===== src/rtl/cm0ik_rom_pkg.sv =====
// Shared types and bus encodings for the ARMv6-M ROM table AHB-Lite slave.
package cm0ik_rom_pkg;

   localparam int unsigned HADDR_W = 32;
   localparam int unsigned HDATA_W = 32;
   localparam int unsigned ROM_AW  = 12;
   localparam int unsigned WORD_AW = 10;

   // Response FSM states
   typedef enum logic [1:0] {
      IDLE = 2'd0,
      WAIT = 2'd1,
      ERR1 = 2'd2,
      ERR2 = 2'd3
   } state_t;

   // HTRANS encodings
   localparam logic [1:0] HTRANS_IDLE   = 2'b00;
   localparam logic [1:0] HTRANS_BUSY   = 2'b01;
   localparam logic [1:0] HTRANS_NONSEQ = 2'b10;
   localparam logic [1:0] HTRANS_SEQ    = 2'b11;

   // HRESP encodings
   localparam logic HRESP_OKAY  = 1'b0;
   localparam logic HRESP_ERROR = 1'b1;

   // Address-phase information carried into the data phase
   typedef struct packed {
      logic [WORD_AW-1:0] addr;
      logic               write;
   } aphase_t;

endpackage


===== src/rtl/cm0ik_v6m_rom_table_ahb_if.sv =====
// AHB-Lite slave-port signal bundle for the ROM table.
interface cm0ik_v6m_rom_table_ahb_if;
   import cm0ik_rom_pkg::*;

   logic               hsel;
   logic [HADDR_W-1:0] haddr;
   logic [1:0]         htrans;
   logic               hwrite;
   logic [2:0]         hsize;
   logic               hready;
   logic               hreadyout;
   logic               hresp;
   logic [HDATA_W-1:0] hrdata;

   modport master (
      output hsel, haddr, htrans, hwrite, hsize, hready,
      input  hreadyout, hresp, hrdata
   );

   modport slave (
      input  hsel, haddr, htrans, hwrite, hsize, hready,
      output hreadyout, hresp, hrdata
   );

endinterface


===== src/rtl/cm0ik_v6m_rom_table.sv =====
// Combinational CoreSight ROM-table contents for the ARMv6-M debug map.
module cm0ik_v6m_rom_table
   import cm0ik_rom_pkg::*;
(
   input  logic [ROM_AW-1:0]  addr,
   input  logic [6:0]         jepid,
   input  logic [3:0]         jepcontinuation,
   input  logic [11:0]        partnumber,
   input  logic [3:0]         revision,
   input  logic [3:0]         revand,
   input  logic [31:0]        entryzero,
   output logic [HDATA_W-1:0] rdata_c
);

   logic unused_c;

   // Byte lanes and the low entry bits are never part of the returned word
   assign unused_c = ^{addr[1:0], entryzero[11:0]};

   // Word-offset decode; anything unmapped reads as the end-of-table marker
   always_comb begin
      rdata_c = '0;
      case (addr[ROM_AW-1:2])
         10'h000: rdata_c = {entryzero[31:12], 12'h003};
         10'h3F3: rdata_c = 32'h0000_0001;
         10'h3F4: rdata_c = {24'h0, 4'h0, jepcontinuation};
         10'h3F8: rdata_c = {24'h0, partnumber[7:0]};
         10'h3F9: rdata_c = {24'h0, jepid[3:0], partnumber[11:8]};
         10'h3FA: rdata_c = {24'h0, revision, 1'b1, jepid[6:4]};
         10'h3FB: rdata_c = {24'h0, revand, 4'h0};
         10'h3FC: rdata_c = 32'h0000_000D;
         10'h3FD: rdata_c = 32'h0000_0010;
         10'h3FE: rdata_c = 32'h0000_0005;
         10'h3FF: rdata_c = 32'h0000_00B1;
         default: rdata_c = '0;
      endcase
   end

endmodule


===== src/rtl/cm0ik_v6m_rom_table_ahb.sv =====
// AHB-Lite slave front end for the ROM table: address/data pipelining,
// optional wait states and write response handling.
module cm0ik_v6m_rom_table_ahb
   import cm0ik_rom_pkg::*;
#(
   parameter int unsigned WAIT_STATES = 0,
   parameter bit          WRITE_ERR   = 1'b1
) (
   input  logic                            hclk,
   input  logic                            hreset,
   cm0ik_v6m_rom_table_ahb_if.slave        ahb,
   input  logic [6:0]                      jepid,
   input  logic [3:0]                      jepcontinuation,
   input  logic [11:0]                     partnumber,
   input  logic [3:0]                      revision,
   input  logic [3:0]                      revand,
   input  logic [31:0]                     entryzero
);

   localparam int unsigned    CNT_W    = 2;
   localparam logic [CNT_W-1:0] WS_INIT = CNT_W'(WAIT_STATES);
   localparam bit             HAS_WAIT = (WAIT_STATES != 0);

   state_t             state_q, state_d;
   logic [CNT_W-1:0]   cnt_q, cnt_d;
   aphase_t            aph_q, aph_d;
   logic [HDATA_W-1:0] hrdata_q, hrdata_d;
   logic               hreadyout_q, hreadyout_d;
   logic               hresp_q, hresp_d;
   logic               take_c;
   logic               last_wait_c;
   logic [ROM_AW-1:0]  rom_addr_c;
   logic [HDATA_W-1:0] rom_data_c;
   logic               unused_c;

   // Only IDLE and ERR2 can start a new data phase
   assign take_c      = ahb.hsel & ahb.htrans[1] & ahb.hready &
                        ((state_q == IDLE) | (state_q == ERR2));
   assign last_wait_c = (state_q == WAIT) & (cnt_q == CNT_W'(1));
   assign unused_c    = ^{ahb.haddr[31:12], ahb.haddr[1:0], ahb.htrans[0], ahb.hsize};

   // Zero-wait reads look up the live address; waited reads use the captured one
   assign rom_addr_c = HAS_WAIT ? {aph_q.addr, 2'b00} : {ahb.haddr[11:2], 2'b00};

   cm0ik_v6m_rom_table u_rom (
      .addr            (rom_addr_c),
      .jepid           (jepid),
      .jepcontinuation (jepcontinuation),
      .partnumber      (partnumber),
      .revision        (revision),
      .revand          (revand),
      .entryzero       (entryzero),
      .rdata_c         (rom_data_c)
   );

   // State register
   always_ff @(posedge hclk) begin
      if (hreset) state_q <= IDLE;
      else        state_q <= state_d;
   end

   // Next-state logic
   always_comb begin
      state_d = state_q;
      case (state_q)
         IDLE, ERR2: begin
            state_d = IDLE;
            if (take_c) begin
               if (HAS_WAIT)                      state_d = WAIT;
               else if (ahb.hwrite && WRITE_ERR)  state_d = ERR1;
            end
         end
         WAIT: begin
            if (last_wait_c) state_d = (aph_q.write && WRITE_ERR) ? ERR1 : IDLE;
         end
         ERR1:    state_d = ERR2;
         default: state_d = IDLE;
      endcase
   end

   // Output and datapath next values
   always_comb begin
      cnt_d       = cnt_q;
      aph_d       = aph_q;
      hrdata_d    = hrdata_q;
      hreadyout_d = (state_d == IDLE) || (state_d == ERR2);
      hresp_d     = ((state_d == ERR1) || (state_d == ERR2)) ? HRESP_ERROR : HRESP_OKAY;
      if (take_c) begin
         cnt_d       = WS_INIT;
         aph_d.addr  = ahb.haddr[11:2];
         aph_d.write = ahb.hwrite;
         if (ahb.hwrite)     hrdata_d = '0;
         else if (!HAS_WAIT) hrdata_d = rom_data_c;
      end else if (state_q == WAIT) begin
         cnt_d = cnt_q - CNT_W'(1);
         if (last_wait_c) hrdata_d = aph_q.write ? '0 : rom_data_c;
      end
   end

   // Output and datapath registers
   always_ff @(posedge hclk) begin
      if (hreset) begin
         cnt_q       <= '0;
         aph_q       <= '0;
         hrdata_q    <= '0;
         hreadyout_q <= 1'b1;
         hresp_q     <= HRESP_OKAY;
      end else begin
         cnt_q       <= cnt_d;
         aph_q       <= aph_d;
         hrdata_q    <= hrdata_d;
         hreadyout_q <= hreadyout_d;
         hresp_q     <= hresp_d;
      end
   end

   assign ahb.hreadyout = hreadyout_q;
   assign ahb.hresp     = hresp_q;
   assign ahb.hrdata    = hrdata_q;

endmodule

===== src/flat_wrapper.sv =====
// flat-port wrapper written by rule: the top's interface ports become plain ports
module cm0ik_v6m_rom_table_ahb_flat import cm0ik_rom_pkg::*;
#(
   parameter int unsigned WAIT_STATES = 0,
   parameter bit          WRITE_ERR   = 1'b1
)
  (hclk, hreset, jepid, jepcontinuation, partnumber, revision, revand, entryzero, ahb_hsel, ahb_haddr, ahb_htrans, ahb_hwrite, ahb_hsize, ahb_hready, ahb_hreadyout, ahb_hresp, ahb_hrdata);
  cm0ik_v6m_rom_table_ahb_if ahb_i ();
  input  logic hclk;
  input  logic hreset;
  input  logic [6:0] jepid;
  input  logic [3:0] jepcontinuation;
  input  logic [11:0] partnumber;
  input  logic [3:0] revision;
  input  logic [3:0] revand;
  input  logic [31:0] entryzero;
  input wire logic [$bits(ahb_i.hsel)-1:0] ahb_hsel;
  input wire logic [$bits(ahb_i.haddr)-1:0] ahb_haddr;
  input wire logic [$bits(ahb_i.htrans)-1:0] ahb_htrans;
  input wire logic [$bits(ahb_i.hwrite)-1:0] ahb_hwrite;
  input wire logic [$bits(ahb_i.hsize)-1:0] ahb_hsize;
  input wire logic [$bits(ahb_i.hready)-1:0] ahb_hready;
  output wire logic [$bits(ahb_i.hreadyout)-1:0] ahb_hreadyout;
  output wire logic [$bits(ahb_i.hresp)-1:0] ahb_hresp;
  output wire logic [$bits(ahb_i.hrdata)-1:0] ahb_hrdata;
  assign ahb_i.hsel = ahb_hsel;
  assign ahb_i.haddr = ahb_haddr;
  assign ahb_i.htrans = ahb_htrans;
  assign ahb_i.hwrite = ahb_hwrite;
  assign ahb_i.hsize = ahb_hsize;
  assign ahb_i.hready = ahb_hready;
  assign ahb_hreadyout = ahb_i.hreadyout;
  assign ahb_hresp = ahb_i.hresp;
  assign ahb_hrdata = ahb_i.hrdata;
  cm0ik_v6m_rom_table_ahb #(.WAIT_STATES(WAIT_STATES), .WRITE_ERR(WRITE_ERR)) u_core (.hclk(hclk), .hreset(hreset), .ahb(ahb_i), .jepid(jepid), .jepcontinuation(jepcontinuation), .partnumber(partnumber), .revision(revision), .revand(revand), .entryzero(entryzero));
endmodule

===== config.mk =====
export PLATFORM = sky130hd
export DESIGN_NAME = cm0ik_v6m_rom_table_ahb_flat
export DESIGN_NICKNAME = d
export VERILOG_FILES = /design/src/rtl/cm0ik_rom_pkg.sv /design/src/rtl/cm0ik_v6m_rom_table_ahb_if.sv /design/src/rtl/cm0ik_v6m_rom_table.sv /design/src/rtl/cm0ik_v6m_rom_table_ahb.sv /design/src/flat_wrapper.sv
export SDC_FILE = /design/constraint.sdc
export NUM_CORES = 1
export LEC_CHECK = 0
export BUFFER_PORTS_ARGS = -buffer_cell sky130_fd_sc_hd__buf_2
export CELL_PAD_IN_SITES_DETAIL_PLACEMENT = 2
export CELL_PAD_IN_SITES_GLOBAL_PLACEMENT = 2
export CORE_ASPECT_RATIO = 1.5
export CORE_UTILIZATION = 20
export CTS_BUF_LIST = sky130_fd_sc_hd__clkbuf_4 sky130_fd_sc_hd__clkbuf_8
export DETAILED_ROUTE_END_ITERATION = 10
export PLACE_DENSITY = 0.91
export SYNTH_ARGS = -nofsm -noshare
export SYNTH_HDL_FRONTEND = slang
export SYNTH_SLANG_ARGS = --single-unit

===== constraint.sdc =====
create_clock -name hclk -period 2.25 [get_ports hclk]
set_input_delay 0.3375 -clock hclk [delete_from_list [all_inputs] [get_ports hclk]]
set_output_delay 0.3375 -clock hclk [all_outputs]
set_load 0.01 [all_outputs]

* Word-level counts from Yosys, hierarchy flattened
Index checks and enable logic that the tools add are counted.
** Word-level totals
- Bits in registers :: 39
- Input port bits :: 105
- Output and inout port bits :: 34
** Cells by class
- $add $sub $neg :: 1
- Equal/unequal tests :: 16
- Mux-type cells :: 12
- Bitwise gates (word level) :: 5
- Reductions and logical operators :: 10
** Operators with widths (count)
- one-hot mux 32 bit (11 select lines) :: 1
- two-way mux 32 bit :: 5
- == test 10 bit (second input constant) :: 10
- zero test 10 bit :: 1
- == test 2 bit (second input constant) :: 4
- two-way mux 2 bit :: 4
- one-hot mux 2 bit (3 select lines) :: 1
- bitwise AND 1 bit :: 4
- == test 2 x 1 -> 1 bit (second input constant) :: 2
- zero test 2 bit :: 2
- nonzero test 2 bit :: 2
- OR reduction 2 bit :: 2
- logical OR 1 bit :: 2
- AND reduction 2 bit :: 1
- subtractor 2 x 1 -> 2 bit (second input constant) :: 1
- two-way mux 1 bit :: 1
- OR 1 bit :: 1

* Logic depth before layout (Yosys ltp)
- Word-level depth :: 8
- Depth in mapped cells :: 9
- Gate-level depth less buffers :: 7

* Cells and area by module
Synthesis repeated with hierarchy kept, for this count alone.
** Unflattened totals
- Cells, all modules :: 275
- Area total of the unflattened synthesis :: 2647.5 um^2
** By module, submodules not included
- cm0ik_v6m_rom_table_ahb :: instances 1, cells each 187, area an instance 2043.2 um^2, sequential area each 780.7 um^2
- cm0ik_v6m_rom_table :: instances 1, cells each 88, area an instance 604.3 um^2, sequential area each 0.0 um^2

* Worst setup path after synthesis
OpenSTA, ideal clock, no wires.
- Path type :: register -> register
- Start :: register u_core.state_q[1]
- End :: register u_core.hrdata_q[7], in the netlist u_core.ahb.hrdata[7]
- Setup time :: 0.066 ns
- Arrival time :: 1.724 ns
- Slack :: 0.460 ns
- Cell stages (with the launch flop) :: 8
- Path through :: dfxtp_1 -> inv_1 -> ha_1 -> nand4_2 -> mux2_4 -> a211o_1 -> o21bai_1 -> a21oi_2
** Between the ends
- Longest elaborated chain between the ends :: 5
- Elaborated cells between the ends (all ways) :: 10
- Classes of those cells :: 2 x eq/ne; 1 x mux; 3 x bitwise; 4 x reduce/logical
** Ends and longest elaborated chain
- from (decl) :: line cm0ik_v6m_rom_table_ahb.sv:24 : state_t state_q, state_d;
- from (signal assigned) :: line cm0ik_v6m_rom_table_ahb.sv:59 : else state_q <= state_d;
- == test 2 bit / zero test 2 bit (equally long branches) :: line cm0ik_v6m_rom_table_ahb.sv:38 : ((state_q == IDLE) | (state_q == ERR2));
- OR 1 bit :: line cm0ik_v6m_rom_table_ahb.sv:38
- bitwise AND 1 bit :: line cm0ik_v6m_rom_table_ahb.sv:37 : assign take_c = ahb.hsel & ahb.htrans[1] & ahb.hready &
- nonzero test 2 bit (no line)
- AND reduction 2 bit (no line)
- to (signal assigned) :: line cm0ik_v6m_rom_table_ahb.sv:111 : hrdata_q <= hrdata_d;
- to (decl) :: line cm0ik_v6m_rom_table_ahb.sv:27 : logic [HDATA_W-1:0] hrdata_q, hrdata_d;
Parallel ways exist; a longest one is shown, timed or not.
A chain may end at the register's enable or synchronous reset.

* Worst setup path after layout
- Start :: register u_core.state_q[1]
- End :: register u_core.hrdata_q[12], in the netlist u_core.ahb.hrdata[12]
The elaborated chain is that of the path after synthesis.

==> reports/metrics.yaml <==
portBuffers: 96
numCtsBuffers: 5
cts_tree: "done"
syn_area_per_cell_um2: 8.55
ys_seq_area_frac: 0.384
hold_viol: 0
cts-root-buf: "clkbuf_8"
synthArstFlopShare: 0
hp-class: "in2reg"
die_w_um: 78.8
path_clk_slew_ns: 0.07
synth_edf_count: 0
setup_violations: 0
fin_tns_setup_ns: 0
synth_common_cells: "dfxtp_1, nor2_1, a22oi_1"
maxCapViolCount: 0
drcViolationCount: 0
cp.arrival_ns: 2.11
place_congestion: 0.716
synth_cells: 207
totalWireLength_um: 6110
p_per_area_nw_per_um2: 503
leakagePower_nw: 1.06
required_ns: 2.42
initial_utilization: 0.208
die_h_um: 117
fin_skew_ns: 0.00583
insertedDiodeCount: 0
layout-drive-gt1-share: 0.393
dp_hpwl_um: 4940
post-route-period-util: 0.862
ys_ff_latch: 34
rows: 41
dieArea_um2: 9240
grt_pass1_vias: 2035
post_cts_buffers: 0
cts_buffer_depth: 2
synth_top_area_frac: 0.384
ctsHoldBuffers: 0
via_count: 1882
path_max_fanout: 15
globalRouteTotalUtil: 0.137
area_growth_syn_to_layout_pct: 35.0
path_class: "reg2reg"
grt_max_degree: 21
cts-htree-levels: 2
clkSinkCount: 34
grt_pass1_wl_um: 9760
ys.flop_type: "dfxtp_1"
nets: 406
dr.pass1.iters: 4
max_freq_mhz: 516
core_area_um2: 8520
end_kind: "register"
viasPerCell: 4.65
startpoint_type: "register"
yosys.cell_count.top_type: "dfxtp_1"
netlist.top_cell.by_area: "dfxtp_1"
grt_overflow: 0
syn-cell-area_um2: 1770
clk_latency_ns: 0.29
utilization: 0.281
wl_per_cell_um: 15.1
max-vdd-ir-drop_mv: 0.313
netlist-cell-type-count: 45
io_pins: 139
status: "finished clean"
finalCriticalPeriod_ns: 1.94
antenna_found_initial: 0
slew_violations: 0
synth_area_leaders: "dfxtp_1, a22oi_1, nor2_1, mux2i_1, buf_4"
cts-resized-gates: 0
ys_warn_count: 0
rsz0062_at_grt: "false"
drt_iter0_markers: 57
antenna_violating_nets_post_route: 0
-- sequential cells by signal, summed over array words and instances (netlist names) --
register / count
u_core.ahb.hrdata: 28
u_core.ahb.hreadyout: 1
u_core.aph_q: 1
u_core.cnt_q: 2
u_core.state_q: 2
-- where the power goes --
| part | switching (mW) | internal [mW] |
|---|---|---|
| Sequential | 0.000718 | 0.603 |
| Combinational | 0.0835 | 0.0730 |
| Clock | 0.219 | 0.224 |
| Total | 0.303 | 0.900 |
-- kinds of logic (layout without fill, tap and decap cells) --
logic type / count (synthesis) / count (layout) / share of synthesized area
flip-flops: 34 / 34 / 0.384
AO/OA/AOI/OAI: 59 / 59 / 0.227
adder cells (fa/ha/maj): 3 / 3 / 0.0212
other: 1 / 4 / 0.00212
buffers and inverters: 25 / 113 / 0.0806
XOR/XNOR: 1 / 1 / 0.00495
multiplexers: 10 / 10 / 0.0671
AND/OR/NAND/NOR: 74 / 74 / 0.213
-- metal layers --
layer,GRT usage,vias to the layer above,wire length [µm]
li1,-,910,-
met1,0.125,899,2130
met2,0.279,64,3510
met3,0.0380,9,392
met4,0.0582,0,90
met5,0,-,0
-- area by class of cell --
cell class / count / area, µm²
well taps: 107 / 134
clock inverters: 1 / 7.51
repair buffers: 100 / 510
multi-input cells: 151 / 958
inverters: 6 / 22.5
clock buffers: 6 / 76.3
flip-flops and latches: 34 / 681
fillers: 1051 / 6130
-- worst max-delay path: stages, from the launching register on --
cell and delay [ns]:
dfxtp_1 0.35, inv_1 0.06, ha_1 0.36, and4_2 0.30
a21oi_2 0.05, buf_4 0.21, buf_4 0.19, a22oi_1 0.21
nor2_1 0.07
-- path summary, 6_finish.rpt --
path | from | to | slack, ns | cells after the start
setup / recovery | u_core.state_q[1] | u_core.ahb.hrdata[12] | 0.31 | 8
hold / removal | entryzero[26] | u_core.ahb.hrdata[26] | 0.29 | 3
setup reg to reg | u_core.state_q[1] | u_core.ahb.hrdata[12] | 0.31 | 8
hold reg to reg | u_core.ahb.hrdata[5] | u_core.ahb.hrdata[5] | 0.45 | 1
-- cells in the final DEF, fill, tap and decap left out, types with 3 or more instances in the layout --
master     n
a21oi_1    9
a22oi_1   22
buf_2     96
buf_4      4
clkbuf_8   5
conb_1     4
dfxtp_1   34
ha_1       3
inv_1      6
mux2i_1    7
nand2_1   13
nand3_1    3
nand3b_1   3
nor2_1    33
nor2b_1    5
nor3_1     5
o21ai_0   11
-- per-stage QoR --
| stage | cells | area (µm²) | setup WS (ns) | power (mW) | hold WS [ns] |
|---|---|---|---|---|---|
| floorplan | 210 | 1780 | 0.460 | 0.705 | 0.444 |
| global placement | 398 | 2310 | 0.377 | 0.770 | 0.435 |
| detailed placement | 398 | 2310 | 0.262 | 0.777 | 0.437 |
| CTS | 405 | 2390 | 0.261 | 1.24 | 0.271 |
| global route | 405 | 2390 | 0.0886 | 1.27 | 0.291 |
| finish | 405 | 2390 | 0.310 | 1.20 | 0.287 |
(Power assumes the default switching activity.)
